**src/rtl/ext_pkg.sv**
```systemverilog
// Shared immediate-extension definitions, used by decode and by the extension arbiter.
// Holds the 2-bit extension mode encodings and the operand/result widths.
// Contents: IMM_W, RES_W, MODE_ZERO, MODE_SIGN, MODE_UPPER, MODE_BRANCH.
package ext_pkg;

  localparam int IMM_W = 16;
  localparam int RES_W = 32;

  localparam logic [1:0] MODE_ZERO   = 2'b00;  // {16'h0, imm}
  localparam logic [1:0] MODE_SIGN   = 2'b01;  // sign-extended imm
  localparam logic [1:0] MODE_UPPER  = 2'b10;  // {imm, 16'h0}
  localparam logic [1:0] MODE_BRANCH = 2'b11;  // sign-extended imm, word-scaled (<<2)

endpackage

```
**src/rtl/ext_unit.sv**
```systemverilog
// Combinational immediate extender: 16-bit imm + 2-bit mode -> 32-bit result.
// Latency 0 (pure combinational); no flow control of its own.
// Ports: imm_i (immediate), mode_i (extension mode), result_o (extended value).
module ext_unit
  import ext_pkg::*;
(
  input  logic [IMM_W-1:0] imm_i,
  input  logic [1:0]       mode_i,
  output logic [RES_W-1:0] result_o
);

  always_comb begin
    result_o = {16'h0, imm_i};
    case (mode_i)
      MODE_ZERO:   result_o = {16'h0, imm_i};
      MODE_SIGN:   result_o = {{16{imm_i[15]}}, imm_i};
      MODE_UPPER:  result_o = {imm_i, 16'h0};
      MODE_BRANCH: result_o = {{14{imm_i[15]}}, imm_i, 2'b00};
      default:     result_o = {16'h0, imm_i};
    endcase
  end

endmodule

```
**src/rtl/ext_arbiter.sv**
```systemverilog
// Two-requester round-robin arbiter feeding one shared extender into a single result register.
// Latency: 1 cycle from grant (reqN_ready) to out_valid; full throughput of one result per cycle.
// Backpressure: out_ready low with a held result freezes out_data/out_id and withholds all grants.
// Ports: clk, reset (async, active-high); req0_*/req1_* valid/imm/mode/ready request channels;
//        out_valid/out_ready/out_data/out_id result channel (out_id = owning requester).
module ext_arbiter (
  input  logic        clk,
  input  logic        reset,
  input  logic        req0_valid,
  input  logic [15:0] req0_imm,
  input  logic [1:0]  req0_mode,
  output logic        req0_ready,
  input  logic        req1_valid,
  input  logic [15:0] req1_imm,
  input  logic [1:0]  req1_mode,
  output logic        req1_ready,
  output logic        out_valid,
  input  logic        out_ready,
  output logic [31:0] out_data,
  output logic        out_id
);

  logic        out_valid_q, out_valid_d;
  logic        rr_ptr_q, rr_ptr_d;
  logic [31:0] out_data_q, out_data_d;
  logic        out_id_q, out_id_d;

  logic        slot_free;
  logic        grant0, grant1, any_grant;
  logic [15:0] sel_imm;
  logic [1:0]  sel_mode;
  logic [31:0] ext_result;

  // The slot frees in the same cycle the consumer drains it, so a new
  // result can be loaded on the edge that retires the old one.
  assign slot_free = !out_valid_q || out_ready;

  // Grants are forced low during reset so no requester believes it was accepted.
  assign grant0    = !reset && slot_free && req0_valid && (!req1_valid || !rr_ptr_q);
  assign grant1    = !reset && slot_free && req1_valid && (!req0_valid ||  rr_ptr_q);
  assign any_grant = grant0 || grant1;

  assign sel_imm  = grant1 ? req1_imm  : req0_imm;
  assign sel_mode = grant1 ? req1_mode : req0_mode;

  ext_unit u_ext_unit (
    .imm_i    (sel_imm),
    .mode_i   (sel_mode),
    .result_o (ext_result)
  );

  always_comb begin
    out_valid_d = any_grant || (out_valid_q && !out_ready);
    out_data_d  = any_grant ? ext_result : out_data_q;
    out_id_d    = any_grant ? grant1     : out_id_q;
    // Priority moves to whichever requester lost (or was absent) this grant.
    rr_ptr_d    = grant0 ? 1'b1 : (grant1 ? 1'b0 : rr_ptr_q);
  end

  always_ff @(posedge clk or posedge reset) begin
    if (reset) begin
      out_valid_q <= 1'b0;
      rr_ptr_q    <= 1'b0;
      out_data_q  <= 32'h0;
      out_id_q    <= 1'b0;
    end else begin
      out_valid_q <= out_valid_d;
      rr_ptr_q    <= rr_ptr_d;
      out_data_q  <= out_data_d;
      out_id_q    <= out_id_d;
    end
  end

  assign req0_ready = grant0;
  assign req1_ready = grant1;
  assign out_valid  = out_valid_q;
  assign out_data   = out_data_q;
  assign out_id     = out_id_q;

endmodule

```
**config.mk**
```make
export PLATFORM = sky130hd
export DESIGN_NAME = ext_arbiter
export DESIGN_NICKNAME = d
export VERILOG_FILES = /design/src/rtl/ext_pkg.sv /design/src/rtl/ext_unit.sv /design/src/rtl/ext_arbiter.sv
export SDC_FILE = /design/constraint.sdc
export NUM_CORES = 1
export LEC_CHECK = 0
export ABC_AREA = 0
export CAP_MARGIN = 20
export CELL_PAD_IN_SITES_DETAIL_PLACEMENT = 0
export CELL_PAD_IN_SITES_GLOBAL_PLACEMENT = 1
export CORE_MARGIN = 2
export CORE_UTILIZATION = 31
export CTS_BUF_LIST = sky130_fd_sc_hd__clkbuf_16
export DETAILED_ROUTE_END_ITERATION = 10
export PLACE_DENSITY_LB_ADDON = 0.1
export SKIP_LAST_GASP = 1
export SLEW_MARGIN = 10
export SYNTH_ARGS = -nofsm -noshare
export SYNTH_HDL_FRONTEND = slang
export SYNTH_SLANG_ARGS = --single-unit
```
**constraint.sdc**
```tcl
create_clock -name clk -period 2.1 [get_ports clk]
set_input_delay 0.315 -clock clk [delete_from_list [all_inputs] [get_ports clk]]
set_output_delay 0.315 -clock clk [all_outputs]
set_load 0.05 [all_outputs]
```
==> PnR_summary.wiki, run 1 <==
{| class="wikitable"
! Metric !! Value
|-
| Max cap viols || 0
|-
| Number of clock sinks seen by CTS || 35
|-
| Floorplan Core Area || between 0.005 and 0.006 mm2
|-
| Reg-to-reg slack, setup || 0.31 ns
|-
| Worst slew margin relative to its limit || 65.5%
|-
| Worst vdd ir || between 300 and 400 uV
|-
| Netlist area before placement || 0.00178 mm2
|-
| Yosys reg bits || 35
|-
| Setup Buffers After CTS || 0
|-
| Primary flip-flop cell chosen by synthesis mapping || sky130_fd_sc_hd__dfrtp_1
|-
| Number of vias in the routed layout || about 1700
|-
| Number of enable-type register cells in the synthesized netlist || 0
|-
| CTS H-tree depth || 2
|-
| Number of design rule violations left after detail routing || 0
|-
| Clock Tree Buf Depth || 2
|-
| Maximum number of pins on one net before global-route repair || 20
|-
| TritonCTS clock tree || yes
|-
| Post-synthesis net count || between 200 and 250
|-
| Later-pin clock latency in the skew report || approximately 0.28 ns
|-
| Capturing element type of the critical path || primary output
|-
| Minimum hold slack || 0.483 ns
|-
| Area after detailed placement || between 0.002 and 0.003 mm2
|-
| Final Net Count || roughly 310
|-
| Arrival time of the worst setup path || roughly 1.7 ns
|-
| Post-Syn Instances || between 150 and 200
|-
| Post-synth top area share || approximately half
|-
| Placed wire-length estimate after detailed placement || ~4300 um
|-
| Share of synthesized registers carrying an async set or reset || 100%
|-
| Total global routing track utilization || about a fifth
|-
| Starting DRC count in detailed routing || 57
|-
| Num ports || 77
|-
| Type of the most critical hold path || reg -> reg
|-
| Post-synthesis sequential area ratio || around 50%
|-
| Wire length per cell || between 15 and 20 um
|-
| Clock-pin transition on the worst setup and hold timing paths || approximately 0.050 ns
|-
| Highest-count cells in the layout ignoring fill and taps || sky130_fd_sc_hd__clkdlybuf4s50_1, sky130_fd_sc_hd__dfrtp_1, sky130_fd_sc_hd__buf_4
|-
| Unrepaired setup endpoints after global routing || no
|-
| Via count normalized by instance count || around 5
|-
| Final non-filler cell area || ~0.0030 mm2
|-
| Min Clock Period, post-route || 1.98 ns
|-
| Final GP Congestion || 0.885
|-
| Main area contributors after synthesis || sky130_fd_sc_hd__dfrtp_1, sky130_fd_sc_hd__mux2i_1, sky130_fd_sc_hd__o221ai_1
|-
| Initial antenna violation count || 0
|-
| Outcome || completed
|-
| Wire length of the first global-routing pass || just over 9000 um
|-
| Final antenna diode count || 0
|-
| Final standard cell utilization of the core || between 50% and 60%
|-
| Type of origin of the critical path || input pin
|-
| Setup slack after layout || 0.117 ns
|-
| Least-Margin Pin Slew || 0.516 ns
|-
| Total gr overflow || 0
|-
| Power density over cell area || approximately 940 mW/mm2
|-
| Area added between synthesis and finish || 69.3%
|-
| P_leak || approximately 0.0013 uW
|-
| Worst clock skew on the final layout || roughly 0.0057 ns
|-
| Max Clk Rate || 504 MHz
|-
| Slew Viols, Final || 0
|-
| Number of search-and-repair iterations in the first detailed-routing pass || 4
|-
| Mean cell area of the mapped netlist || between 10 and 15 um2
|-
| Height of the die || 79.8 um
|-
| Detailed Route WL || 5420 um
|-
| Post-CTS Hold Buffers || 0
|-
| Port Buffer Count || 76
|-
| Most frequent standard cell in the layout excluding fill and tap cells || sky130_fd_sc_hd__clkdlybuf4s50_1
|-
| Number of clock buffers inserted by TritonCTS || 5
|-
| Residual antenna-violating net count after detailed routing || 0
|-
| Yosys cell types || 34
|-
| Floorplan die area || 0.00637 mm2
|-
| Row count || 27
|-
| Starting density of the core || between 30% and 40%
|-
| Worst Path Required || ~1.8 ns
|-
| Final clock period utilization by the worst path || 94.4%
|-
| Number of gates resized after cts || 0
|-
| Root buffer cell || sky130_fd_sc_hd__clkbuf_16
|-
| Type of the worst setup path || in -> out
|-
| Most area-hungry cell type in the Yosys netlist || sky130_fd_sc_hd__dfrtp_1
|-
| Count of final setup violators || 0
|-
| Die W || around 80 um
|-
| Vias in the first global route || roughly 1800
|-
| Maximum fanout along the worst path || 7
|-
| Fraction of layout instances using a drive strength above 1 || between 20% and 30%
|-
| Number of warnings printed during yosys synthesis || 0
|-
| Number of inserted filler cells in the final layout || 509
|-
| Final Power || approximately 2800 uW
|-
| Hold Violations, Final || 0
|-
| Pre-CTS worst setup slack || -0.0838 ns
|}
==> cells by family (layout without fill, tap and decap cells) <==
| family | after synthesis | in the layout | synth area share (%) |
|---|---|---|---|
| DFF | 35 | 35 | 49.2 |
| and+or+nand+nor | 57 | 57 | 16.2 |
| buffers and inverters | 10 | 117 | 3.86 |
| AOI/OAI and AO/OA | 41 | 41 | 18.9 |
| muxes | 20 | 20 | 11.9 |
==> cells in the mapped netlist, types with 2 or more instances <==
master                     instances
sky130_fd_sc_hd__inv_1             2
sky130_fd_sc_hd__o21ai_0           3
sky130_fd_sc_hd__nor2b_1           2
sky130_fd_sc_hd__buf_6             4
sky130_fd_sc_hd__mux2_2            2
sky130_fd_sc_hd__a221oi_1          2
sky130_fd_sc_hd__and3_1            3
sky130_fd_sc_hd__dfrtp_1          35
sky130_fd_sc_hd__mux2i_1          16
sky130_fd_sc_hd__o221ai_1         14
sky130_fd_sc_hd__o21ai_2           2
sky130_fd_sc_hd__clkbuf_1          2
sky130_fd_sc_hd__a211o_1          10
sky130_fd_sc_hd__o21ai_1           2
sky130_fd_sc_hd__nand2_1          26
sky130_fd_sc_hd__nor2_1           16
sky130_fd_sc_hd__o22a_1            4
sky130_fd_sc_hd__nor2_2            2
==> path summary, 6_finish.rpt <==
path,from,endpoint,cells after the start
max,out_ready,req1_ready,8
min,out_data[31],out_data[31],2
max reg2reg,out_valid,out_data[29],8
min reg2reg,out_data[31],out_data[31],2
max in group asynchronous,reset,out_data[15],4
min in group asynchronous,reset,out_valid,4
==> worst max-delay path, cell delays in order <==
cell	delay (ns)
sky130_fd_sc_hd__clkdlybuf4s50_1	0.51
sky130_fd_sc_hd__nor2b_4	0.05
sky130_fd_sc_hd__nor2_2	0.14
sky130_fd_sc_hd__nand3_2	0.11
sky130_fd_sc_hd__inv_2	0.14
sky130_fd_sc_hd__buf_12	0.14
sky130_fd_sc_hd__buf_4	0.13
sky130_fd_sc_hd__buf_12	0.13
==> metrics by stage <==
| stage | TNS (ns) | instances |
|---|---|---|
| floorplan | 0 | 163 |
| global placement | -0.499 | 335 |
| detailed placement | -0.972 | 335 |
| CTS | 0 | 342 |
| global route | 0 | 342 |
| finish | 0 | 342 |
==> power breakdown <==
group          internal, uW  switching (uW)
clock                   425             252
combinational           495             761
sequential              815            85.7
==> metal layers <==
layer	global-route usage (%)	wire [um]	share of wire, %	vias up
met5	0	0	0	-
met2	30.3	2630	49	66
met3	4.98	368	6.8	6
met1	24.0	2350	43	832
li1	-	-	-	814
met4	6.27	65	1.2	0
==> area by class of cell <==
cell class	count	area (um2)	share of cell area, %
clock buffer	5	125	4.15
clock inverter	2	8.76	0.291
inverter	3	11.3	0.374
multi-input combinational	118	840	27.9
sequential	35	876	29.1
tap	72	90.1	2.99
timing repair buffer	107	1060	35.3
==> flip-flops by register name, indices dropped and copies added (netlist names) <==
signal,flops
out_valid,1
rr_ptr_q,1
out_data,32
out_id,1
Note: power is estimated with default switching activity, not from simulation.
==> run 2: changes to the inputs <==
CORE_UTILIZATION = 34   (was 31)
clock period = 2.6 ns   (was 2.1 ns; I/O delays follow)
==> PnR_summary.wiki, run 2 (synthesis results as in run 1) <==
{| class="wikitable"
! Metric !! Value
|-
| Outcome || completed
|-
| Port Buffer Count || 76 (unchanged)
|-
| Hold Violations, Final || 0 (unchanged)
|-
| Total gr overflow || 0 (unchanged)
|-
| Setup crit start || out_ready
|-
| Type of origin of the critical path || input pin
|-
| Floorplan die area || 0.00583 mm2 (-8.4%)
|-
| Min-delay src || out_data[1]
|-
| Pre-CTS worst setup slack || 0.208 ns (+0.292 ns)
|-
| Number of gates resized after cts || 0 (unchanged)
|-
| Final Power || 2260 uW (-20%)
|-
| Slew Viols, Final || 0 (unchanged)
|-
| Clock-pin transition on the worst setup and hold timing paths || 0.05 ns (about the same)
|-
| Fraction of layout instances using a drive strength above 1 || 13.0% (-7.4 points)
|-
| Number of vias in the routed layout || 1651 (-3.9%)
|-
| Count of final setup violators || 0 (unchanged)
|-
| Worst Path Required || 2.76 ns (+0.98 ns)
|-
| CTS H-tree depth || 2 (unchanged)
|-
| Floorplan Core Area || 0.00507 mm2 (-8.4%)
|-
| Total global routing track utilization || 17.8% (-0.85 points)
|-
| Power density over cell area || 802 mW/mm2 (-15%)
|-
| Later-pin clock latency in the skew report || 0.27 ns (about the same)
|-
| Detailed Route WL || 5050 um (-6.7%)
|-
| Starting DRC count in detailed routing || 105 (+84%)
|-
| Capturing element type of the critical path || flop
|-
| Wire length per cell || 16.0 um (+0.94%)
|-
| Placed cells || 309 (-7.8%)
|-
| Max Clk Rate || roughly 480 MHz
|-
| Placed wire-length estimate after detailed placement || 3860 um (-9.3%)
|-
| Area added between synthesis and finish || 57.9%
|-
| Final clock period utilization by the worst path || between 80% and 90%
|-
| Worst slew margin relative to its limit || 61.5% (-4.0 points)
|-
| Maximum fanout along the worst path || 7 (unchanged)
|-
| Maximum number of pins on one net before global-route repair || 25 (+25%)
|-
| Worst clock skew on the final layout || 0.00241 ns (-0.00324 ns)
|-
| Max cap viols || 0 (unchanged)
|-
| P_leak || 0.00121 uW (-9.3%)
|-
| Unrepaired setup endpoints after global routing || no
|-
| Row count || 26 (-3.7%)
|-
| Setup Buffers After CTS || 0 (unchanged)
|-
| Wire length of the first global-routing pass || 8250 um (-9.2%)
|-
| Type of the most critical hold path || reg -> reg
|-
| Post-CTS Hold Buffers || 0 (unchanged)
|-
| Worst vdd ir || 404 uV (+12%)
|-
| Accumulated negative setup slack || 0 ns (unchanged)
|-
| Height of the die || 76.4 um (-4.3%)
|-
| Fin cells || 316 (-7.6%)
|-
| Number of flip-flops under the largest register name || 32 (unchanged)
|-
| Final GP Congestion || 0.774 (-12%)
|-
| Final Net Count || 287 (-7.7%)
|-
| Final antenna diode count || 0 (unchanged)
|-
| Number of clock sinks seen by CTS || 35 (unchanged)
|-
| Die W || 76.4 um (-4.3%)
|-
| Most frequent standard cell in the layout excluding fill and tap cells || sky130_fd_sc_hd__clkdlybuf4s50_1
|-
| Starting density of the core || 35.1% (+2.9 points)
|-
| Residual antenna-violating net count after detailed routing || 0 (unchanged)
|-
| Vias in the first global route || 1710 (-6.1%)
|-
| Num ports || 77 (unchanged)
|-
| Highest-count cells in the layout ignoring fill and taps || sky130_fd_sc_hd__clkdlybuf4s50_1, sky130_fd_sc_hd__dfrtp_1, sky130_fd_sc_hd__nand2_1
|-
| Arrival time of the worst setup path || 2.26 ns (+0.59 ns)
|-
| Via count normalized by instance count || 5.22 (+4.0%)
|-
| Number of search-and-repair iterations in the first detailed-routing pass || 4 (unchanged)
|-
| Setup slack after layout || 0.496 ns (+0.379 ns)
|-
| Number of clock buffers inserted by TritonCTS || 5 (unchanged)
|-
| Clock Tree Buf Depth || 2 (unchanged)
|-
| Initial antenna violation count || 0 (unchanged)
|-
| Worst R2R Start || out_valid
|-
| TritonCTS clock tree || yes
|-
| Least-Margin Pin Slew || 0.578 ns (+0.0622 ns)
|-
| Type of the worst setup path || in -> reg
|-
| Root buffer cell || sky130_fd_sc_hd__clkbuf_16
|-
| Number of design rule violations left after detail routing || 0 (unchanged)
|-
| Min Clock Period, post-route || around 2.1 ns
|}
[run 2: layer usage]
layer	global-route usage, %	up-vias	routed length [um]
met5	0	-	0
met1	23.1	807	2240
met4	6.00	0	62
li1	-	767	-
met3	5.57	8	351
met2	28.1	69	2400
[run 2: cell type report]
type	count	area, um2
multi-input combinational	118	840
timing repair buffer	83	858
inverter	3	11.3
fill	456	2260
tap	70	87.6
clock buffer	5	125
sequential	35	876
clock inverter	2	13.8
[run 2: worst paths after layout]
kind | endpoint | slack (ns) | cells past startpoint
max reg2reg | out_data[23] | 0.66 | 8
max in group asynchronous | out_data[13] | 1.49 | 3
min reg2reg | out_data[1] | 0.48 | 2
min | out_data[1] | 0.48 | 2
min in group asynchronous | out_valid | 0.60 | 2
max | out_data[23] | 0.50 | 9
[run 2: through the flow]
step	util, %	cell area, um2	hold WS [ns]
4_1_cts	55.4	2810	0.489
6_report	55.4	2810	0.484
2_1_floorplan	-	1780	0.464
3_5_place_dp	52.7	2670	0.476
5_1_grt	55.4	2810	0.504
3_3_place_gp	52.7	2670	0.467
[run 2: critical path, stage by stage]
cell and delay [ns]:
sky130_fd_sc_hd__clkdlybuf4s50_1 0.50, sky130_fd_sc_hd__nor2b_4 0.06, sky130_fd_sc_hd__nor2_2 0.15, sky130_fd_sc_hd__nand3_2 0.16
sky130_fd_sc_hd__inv_2 0.12, sky130_fd_sc_hd__buf_4 0.19, sky130_fd_sc_hd__mux2i_1 0.38, sky130_fd_sc_hd__nor2_1 0.08
sky130_fd_sc_hd__a211o_1 0.23
[run 2: power breakdown]
group	internal, uW	leakage (uW)	switching [uW]	total (uW)
combinational	362	0.000704	605	967
sequential	658	0.000436	66.2	724
clock	349	0.0000696	216	564
